File: src/rtl/axi4_lite_master.sv
// -----------------------------------------------------------------------------
// axi4_lite_master
// Bridges the RV32IM data-memory port onto AXI4-Lite. One CPU load or store
// becomes one AXI4-Lite read or write transaction. Only one transaction is in
// flight at a time, and the core is stalled until its response returns.
//
// Ports
//   clk, rst         : system clock; synchronous active-high reset
//   mem_read/write   : CPU request levels, held while stall=1
//   byte_en/addr/    : store strobes, request address, store data
//   write_data
//   read_data        : load data, valid in the done cycle, held until next load
//   done             : one-cycle completion pulse
//   resp_err         : response was not OKAY, valid with done
//   stall            : combinational; core must hold its request
//   M_AXI_*          : AXI4-Lite master channels AW, W, B, AR, R
// -----------------------------------------------------------------------------
module axi4_lite_master #(
    parameter int unsigned ADDR_WIDTH = 32,
    parameter int unsigned DATA_WIDTH = 32
) (
    input  logic                  clk,
    input  logic                  rst,
    input  logic                  mem_read,
    input  logic                  mem_write,
    input  logic [3:0]            byte_en,
    input  logic [ADDR_WIDTH-1:0] addr,
    input  logic [DATA_WIDTH-1:0] write_data,
    output logic [DATA_WIDTH-1:0] read_data,
    output logic                  done,
    output logic                  resp_err,
    output logic                  stall,
    output logic [ADDR_WIDTH-1:0] M_AXI_AWADDR,
    output logic                  M_AXI_AWVALID,
    input  logic                  M_AXI_AWREADY,
    output logic [DATA_WIDTH-1:0] M_AXI_WDATA,
    output logic [3:0]            M_AXI_WSTRB,
    output logic                  M_AXI_WVALID,
    input  logic                  M_AXI_WREADY,
    input  logic [1:0]            M_AXI_BRESP,
    input  logic                  M_AXI_BVALID,
    output logic                  M_AXI_BREADY,
    output logic [ADDR_WIDTH-1:0] M_AXI_ARADDR,
    output logic                  M_AXI_ARVALID,
    input  logic                  M_AXI_ARREADY,
    input  logic [DATA_WIDTH-1:0] M_AXI_RDATA,
    input  logic [1:0]            M_AXI_RRESP,
    input  logic                  M_AXI_RVALID,
    output logic                  M_AXI_RREADY
);

    localparam int unsigned STRB_WIDTH = 4;

    localparam logic [2:0] S_IDLE    = 3'd0;
    localparam logic [2:0] S_WR_REQ  = 3'd1;
    localparam logic [2:0] S_WR_RESP = 3'd2;
    localparam logic [2:0] S_RD_REQ  = 3'd3;
    localparam logic [2:0] S_RD_RESP = 3'd4;
    localparam logic [2:0] S_DONE    = 3'd5;

    // Current-state registers
    logic [2:0]            r_state;
    logic                  r_awch_done;
    logic                  r_wch_done;
    logic [ADDR_WIDTH-1:0] r_awaddr;
    logic                  r_awvalid;
    logic [DATA_WIDTH-1:0] r_wdata;
    logic [STRB_WIDTH-1:0] r_wstrb;
    logic                  r_wvalid;
    logic                  r_bready;
    logic [ADDR_WIDTH-1:0] r_araddr;
    logic                  r_arvalid;
    logic                  r_rready;
    logic [DATA_WIDTH-1:0] r_read_data;
    logic                  r_done;
    logic                  r_resp_err;

    // Next-state values
    logic [2:0]            w_state_nxt;
    logic                  w_awch_done_nxt;
    logic                  w_wch_done_nxt;
    logic [ADDR_WIDTH-1:0] w_awaddr_nxt;
    logic                  w_awvalid_nxt;
    logic [DATA_WIDTH-1:0] w_wdata_nxt;
    logic [STRB_WIDTH-1:0] w_wstrb_nxt;
    logic                  w_wvalid_nxt;
    logic                  w_bready_nxt;
    logic [ADDR_WIDTH-1:0] w_araddr_nxt;
    logic                  w_arvalid_nxt;
    logic                  w_rready_nxt;
    logic [DATA_WIDTH-1:0] w_read_data_nxt;
    logic                  w_done_nxt;
    logic                  w_resp_err_nxt;

    // Handshakes seen this cycle on the write-address and write-data channels
    logic w_aw_hs;
    logic w_w_hs;
    logic w_aw_ok;
    logic w_w_ok;

    assign w_aw_hs = r_awvalid & M_AXI_AWREADY;
    assign w_w_hs  = r_wvalid  & M_AXI_WREADY;
    // A channel counts as complete if it finished earlier or finishes now
    assign w_aw_ok = r_awch_done | w_aw_hs;
    assign w_w_ok  = r_wch_done  | w_w_hs;

    // State and output registers
    always_ff @(posedge clk) begin
        if (rst) begin
            r_state     <= S_IDLE;
            r_awch_done <= 1'b0;
            r_wch_done  <= 1'b0;
            r_awaddr    <= '0;
            r_awvalid   <= 1'b0;
            r_wdata     <= '0;
            r_wstrb     <= '0;
            r_wvalid    <= 1'b0;
            r_bready    <= 1'b0;
            r_araddr    <= '0;
            r_arvalid   <= 1'b0;
            r_rready    <= 1'b0;
            r_read_data <= '0;
            r_done      <= 1'b0;
            r_resp_err  <= 1'b0;
        end else begin
            r_state     <= w_state_nxt;
            r_awch_done <= w_awch_done_nxt;
            r_wch_done  <= w_wch_done_nxt;
            r_awaddr    <= w_awaddr_nxt;
            r_awvalid   <= w_awvalid_nxt;
            r_wdata     <= w_wdata_nxt;
            r_wstrb     <= w_wstrb_nxt;
            r_wvalid    <= w_wvalid_nxt;
            r_bready    <= w_bready_nxt;
            r_araddr    <= w_araddr_nxt;
            r_arvalid   <= w_arvalid_nxt;
            r_rready    <= w_rready_nxt;
            r_read_data <= w_read_data_nxt;
            r_done      <= w_done_nxt;
            r_resp_err  <= w_resp_err_nxt;
        end
    end

    // Next-state and registered-output logic
    always_comb begin
        w_state_nxt     = r_state;
        w_awch_done_nxt = r_awch_done;
        w_wch_done_nxt  = r_wch_done;
        w_awaddr_nxt    = r_awaddr;
        w_awvalid_nxt   = r_awvalid;
        w_wdata_nxt     = r_wdata;
        w_wstrb_nxt     = r_wstrb;
        w_wvalid_nxt    = r_wvalid;
        w_bready_nxt    = r_bready;
        w_araddr_nxt    = r_araddr;
        w_arvalid_nxt   = r_arvalid;
        w_rready_nxt    = r_rready;
        w_read_data_nxt = r_read_data;
        w_done_nxt      = 1'b0;
        w_resp_err_nxt  = r_resp_err;

        case (r_state)
            S_IDLE: begin
                // A simultaneous read is dropped; the write takes priority
                if (mem_write) begin
                    w_awaddr_nxt    = addr;
                    w_wdata_nxt     = write_data;
                    w_wstrb_nxt     = byte_en;
                    w_awvalid_nxt   = 1'b1;
                    w_wvalid_nxt    = 1'b1;
                    w_awch_done_nxt = 1'b0;
                    w_wch_done_nxt  = 1'b0;
                    w_state_nxt     = S_WR_REQ;
                end else if (mem_read) begin
                    w_araddr_nxt  = addr;
                    w_arvalid_nxt = 1'b1;
                    w_state_nxt   = S_RD_REQ;
                end
            end

            S_WR_REQ: begin
                if (w_aw_hs) begin
                    w_awvalid_nxt   = 1'b0;
                    w_awch_done_nxt = 1'b1;
                end
                if (w_w_hs) begin
                    w_wvalid_nxt   = 1'b0;
                    w_wch_done_nxt = 1'b1;
                end
                if (w_aw_ok && w_w_ok) begin
                    w_awch_done_nxt = 1'b0;
                    w_wch_done_nxt  = 1'b0;
                    w_bready_nxt    = 1'b1;
                    w_state_nxt     = S_WR_RESP;
                end
            end

            S_WR_RESP: begin
                if (M_AXI_BVALID) begin
                    w_resp_err_nxt = (M_AXI_BRESP != 2'b00);
                    w_bready_nxt   = 1'b0;
                    w_done_nxt     = 1'b1;
                    w_state_nxt    = S_DONE;
                end
            end

            S_RD_REQ: begin
                if (M_AXI_ARREADY) begin
                    w_arvalid_nxt = 1'b0;
                    w_rready_nxt  = 1'b1;
                    w_state_nxt   = S_RD_RESP;
                end
            end

            S_RD_RESP: begin
                if (M_AXI_RVALID) begin
                    w_read_data_nxt = M_AXI_RDATA;
                    w_resp_err_nxt  = (M_AXI_RRESP != 2'b00);
                    w_rready_nxt    = 1'b0;
                    w_done_nxt      = 1'b1;
                    w_state_nxt     = S_DONE;
                end
            end

            S_DONE: begin
                w_state_nxt = S_IDLE;
            end

            default: begin
                w_state_nxt = S_IDLE;
            end
        endcase
    end

    // Stall from the moment a request is seen in IDLE until the DONE cycle
    assign stall = ((r_state == S_IDLE) && (mem_read || mem_write)) ||
                   ((r_state != S_IDLE) && (r_state != S_DONE));

    assign read_data     = r_read_data;
    assign done          = r_done;
    assign resp_err      = r_resp_err;
    assign M_AXI_AWADDR  = r_awaddr;
    assign M_AXI_AWVALID = r_awvalid;
    assign M_AXI_WDATA   = r_wdata;
    assign M_AXI_WSTRB   = r_wstrb;
    assign M_AXI_WVALID  = r_wvalid;
    assign M_AXI_BREADY  = r_bready;
    assign M_AXI_ARADDR  = r_araddr;
    assign M_AXI_ARVALID = r_arvalid;
    assign M_AXI_RREADY  = r_rready;

endmodule

File: config.mk
export PLATFORM = sky130hd
export DESIGN_NAME = axi4_lite_master
export DESIGN_NICKNAME = d
export VERILOG_FILES = /design/src/rtl/axi4_lite_master.sv
export SDC_FILE = /design/constraint.sdc
export NUM_CORES = 1
export LEC_CHECK = 0
export BUFFER_PORTS_ARGS = -buffer_cell sky130_fd_sc_hd__buf_2
export CAP_MARGIN = 20
export CORE_MARGIN = 3
export CORE_UTILIZATION = 50
export CTS_CLUSTER_SIZE = 14
export DETAILED_ROUTE_END_ITERATION = 10
export GPL_ROUTABILITY_DRIVEN = 0
export PLACE_DENSITY = 0.86
export RECOVER_POWER = 25
export SLEW_MARGIN = 25
export SYNTH_ARGS = -nofsm -noshare
export SYNTH_HDL_FRONTEND = slang
export SYNTH_SLANG_ARGS = --single-unit
File: constraint.sdc
create_clock -name clk -period 2.8 [get_ports clk]
set_clock_uncertainty 0.1 [all_clocks]
set_input_delay 0.56 -clock clk [delete_from_list [all_inputs] [get_ports clk]]
set_output_delay 0.56 -clock clk [all_outputs]
set_load 0.02 [all_outputs]
==> results_tabular.tex <==
\begin{tabular}{lr}
\hline
Metric & Value \\
\hline
\multicolumn{2}{l}{\textbf{Status}} \\
Outcome & finished clean \\
\multicolumn{2}{l}{\textbf{Critical path}} \\
Crit-path max cell delay & 520 ps \\
Kind of start point of the critical path & flop \\
Number of buffers and inverters on the critical path & 1 \\
Highest-delay cell along the critical path & dfxtp\_1 \\
Destination of the worst register-to-register timing path & r\_wch\_done \\
CP Capture Type & output port \\
Top delay family on crit path & simple AND/OR/NAND/NOR gates \\
Data arrival time of the worst path & 1970 ps \\
CP Class & flop to output port \\
Logic depth of the worst register-to-register path & 4 \\
Flop-to-flop setup slack & 650 ps \\
Data required time of the worst path & 2140 ps \\
Startpoint of the most critical register-to-register path & r\_state[0] \\
Largest fanout on the critical path & 17 \\
Cell-by-cell trace of the critical path & nor3\_1 > mux2i\_1 > or2\_2 > buf\_2 \\
\multicolumn{2}{l}{\textbf{Worst hold path}} \\
Hold Path Class & input pin to flop \\
Min-Delay Startpoint & M\_AXI\_RDATA[31] \\
Hold Crit Endpoint & read\_data[31] \\
Worst hold stages & 3 \\
\multicolumn{2}{l}{\textbf{CTS}} \\
Cts-stage hold buffer count & 0 \\
CTS Buf Count & 17 \\
Clock input transition at the sequential cells of the worst setup and hold paths & 60 ps \\
Worst skew pair latency & 500 ps \\
Post-CTS Setup Inserts & 0 \\
Resized Gates After CTS & 0 \\
Master cell of the clock root buffer & clkbuf\_8 \\
Clock sink total & 144 \\
CTS tree & done \\
H-tree level count & 4 \\
CTS Buffer Depth & 2 \\
\multicolumn{2}{l}{\textbf{Final layout}} \\
Fraction of layout instances using a drive strength above 1 & 0.2630 \\
Net total in the final layout & 989 \\
Number of fillers in the final layout & 867 \\
Post-route cell area & 7128 um2 \\
Synth-to-layout area growth & 35.13\% \\
Antenna diodes & 0 \\
\multicolumn{2}{l}{\textbf{Pwr}} \\
Part of the total power dissipated in sequential elements & 0.417 \\
Static power due to leakage & 0.002971 uW \\
Power dissipated by switching net loads & 1288 uW \\
VDD IR max & 0.3912 mV \\
P per Cell Area & 741.2 nW/um2 \\
Clock Power Share & 0.466 \\
Comb pwr share & 0.117 \\
Int Pwr & 3995 uW \\
Switching share of total power & 0.2438 \\
\multicolumn{2}{l}{\textbf{Timing}} \\
Final setup violating endpoints & 0 \\
Share of the clock period used by the worst path after layout & 0.9390 \\
Maximum operating frequency & 380.3 MHz \\
Remaining max-slew budget at the tightest pin & 0.3820 \\
Aggregate negative setup slack & 0 ps \\
Crit path time final & 2629 ps \\
Count of endpoints failing hold in the final timing report & 0 \\
Worst Tran Pin Value & 926.0 ps \\
Pins Over Slew Limit & 0 \\
Unrepaired setup endpoints after global routing & no \\
WHS & 186.7 ps \\
\multicolumn{2}{l}{\textbf{Die}} \\
Boundary Pins & 253 \\
Floorplan row count & 36 \\
Die boundary height & 108.7 um \\
Effective utilization at floorplan & 0.5275 \\
Placeable Area & 10000 um2 \\
Overall die width & 108.7 um \\
Die area & 11820 um2 \\
\multicolumn{2}{l}{\textbf{Logic synthesis}} \\
Share of synthesized registers carrying an async set or reset & 0 \\
Yosys cell types & 38 \\
Cell accounting for the most synthesized area & dfxtp\_1 \\
Fraction of the yosys area taken by sequential cells & 0.5465 \\
Primary flip-flop cell chosen by synthesis mapping & dfxtp\_1 \\
Fraction of post-synthesis cell area in the top cell type by area & 0.5465 \\
Number of instances in the synthesized netlist & 649 \\
Ys Warns & 0 \\
Number of nets produced by synthesis & 762 \\
Number of synthesized register bits & 144 \\
Number of synthesized flops with an enable pin & 0 \\
Area contributors post-synth & dfxtp\_1 (55\%), nand2\_1 (14\%), a21oi\_1 (13\%) \\
Synthesized area divided by synthesized cell count & 8.128 um2 \\
Post-synthesis instance area & 5275 um2 \\
\multicolumn{2}{l}{\textbf{Route}} \\
Detailed router's first-iteration violation count & 420 \\
ANT nets after route & 0 \\
Wire length after detailed routing & 15.17 mm \\
Post-route DRC & 0 \\
Router iterations before antenna repair & 6 \\
Vias & 5368 \\
Via-per-instance ratio & 5.268 \\
Routed WL per cell & 14.89 um \\
\multicolumn{2}{l}{\textbf{Global routing}} \\
Busiest layer in global routing & met2 \\
Largest net degree at the start of global routing & 69 \\
Fraction of met2 tracks used by global routing & 0.4320 \\
Antenna violations before repair & 0 \\
Grt ovf & 0 \\
Global routing usage on met1 & 0.2880 \\
All-layer global routing usage & 0.2506 \\
Via count of the first global-routing pass & 5009 \\
Fraction of met3 tracks used by global routing & 0.08289 \\
Global-route wire length before repair & 23.60 mm \\
\multicolumn{2}{l}{\textbf{Run}} \\
Max-cap viol count & 0 \\
\multicolumn{2}{l}{\textbf{Placement}} \\
Post-DP HPWL & 10.47 mm \\
Area post-placement & 6571 um2 \\
Number of buffers inserted by port buffering & 252 \\
\hline
\end{tabular}
cells by family (layout without fill, tap and decap cells):
family	count (synthesis)	after routing	synth area share
buf+inv	59	296	0.05218
simple gates	257	257	0.2094
flops	144	144	0.5465
mux	2	2	0.004032
compound gates	187	187	0.1879
cell type report:
type | count | area (um2) | area share
Timing Repair Buffer | 264 | 1292 | 0.1813
Multi-Input combinational cell | 446 | 2132 | 0.2991
Clock inverter | 10 | 211.5 | 0.02966
Sequential cell | 144 | 2883 | 0.4044
Clock buffer | 19 | 431.7 | 0.06056
Inverter | 3 | 11.26 | 0.001580
Tap cell | 133 | 166.4 | 0.02335
power groups by stage:
stage | clock [uW] | combinational (uW) | sequential (uW)
floorplan | 0 | 278 | 2350
global placement | 0 | 624 | 2240
detailed placement | 0 | 631 | 2250
CTS | 2490 | 634 | 2200
global route | 2590 | 680 | 2220
finish | 2460 | 619 | 2200
registers in the layout, summed over array words and instances (netlist names):
signal	count
r_wch_done	1
M_AXI_WSTRB	4
read_data	32
M_AXI_ARADDR	32
done	1
resp_err	1
M_AXI_RREADY	1
M_AXI_WDATA	32
r_state	3
M_AXI_BREADY	1
M_AXI_AWVALID	1
M_AXI_ARVALID	1
r_awch_done	1
M_AXI_AWADDR	32
M_AXI_WVALID	1
tightest hold or removal path, delay by kind of cell:
kind | cells | cell delay, ps
compound gates | 1 | 50
simple gates | 1 | 40
buf+inv | 1 | 90
cells in the final DEF (no fill, tap or decap), drive strengths merged, types with 2 or more instances in the layout:
cell type  count
a21bo          2
a21o           2
a21oi        136
a31oi          3
a32o           2
and3           2
buf          195
bufinv         6
clkbuf        88
clkinvlp       3
dfxtp        144
inv            3
nand2        202
nand2b         3
nand3         34
nor2           3
nor3           2
nor3b          2
o21a           2
o21ai         34
metal layers:
layer  routed length, um  part of all wire
met3                1568              0.10
met2                7492              0.49
met1                5797              0.38
met4                 310             0.020
met5                   0                 0
through the flow:
stage | power (uW) | util | worst slack, ps | cells
after detailed placement | 2878 | 0.6572 | 540.7 | 990
after global placement | 2867 | 0.6572 | 569.9 | 990
after floorplan | 2629 | - | 833.8 | 649
after global routing | 5484 | 0.7128 | 50.12 | 1019
final | 5283 | 0.7128 | 170.8 | 1019
after CTS | 5328 | 0.7215 | 123.0 | 1019
synthesized netlist by cell type, types with 3 or more instances:
cell	number
a21oi_1	136
o21ai_1	5
nor2_1	3
buf_6	3
nand2_1	202
nand2b_1	3
nand3_1	34
buf_2	22
o21ai_0	29
clkbuf_1	30
inv_1	3
a31oi_1	3
dfxtp_1	144
worst max path at each step:
stage / to / cells past startpoint / start / slack, ps
2_1_floorplan: stall / 4 / mem_read / 830
3_3_place_gp: r_awch_done / 5 / mem_write / 570
3_5_place_dp: r_wch_done / 5 / mem_write / 540
4_1_cts: stall / 4 / r_state[0] / 120
5_1_grt: stall / 4 / r_state[0] / 50
6_report: stall / 4 / r_state[0] / 170
Note: power is estimated with default switching activity, not from simulation.
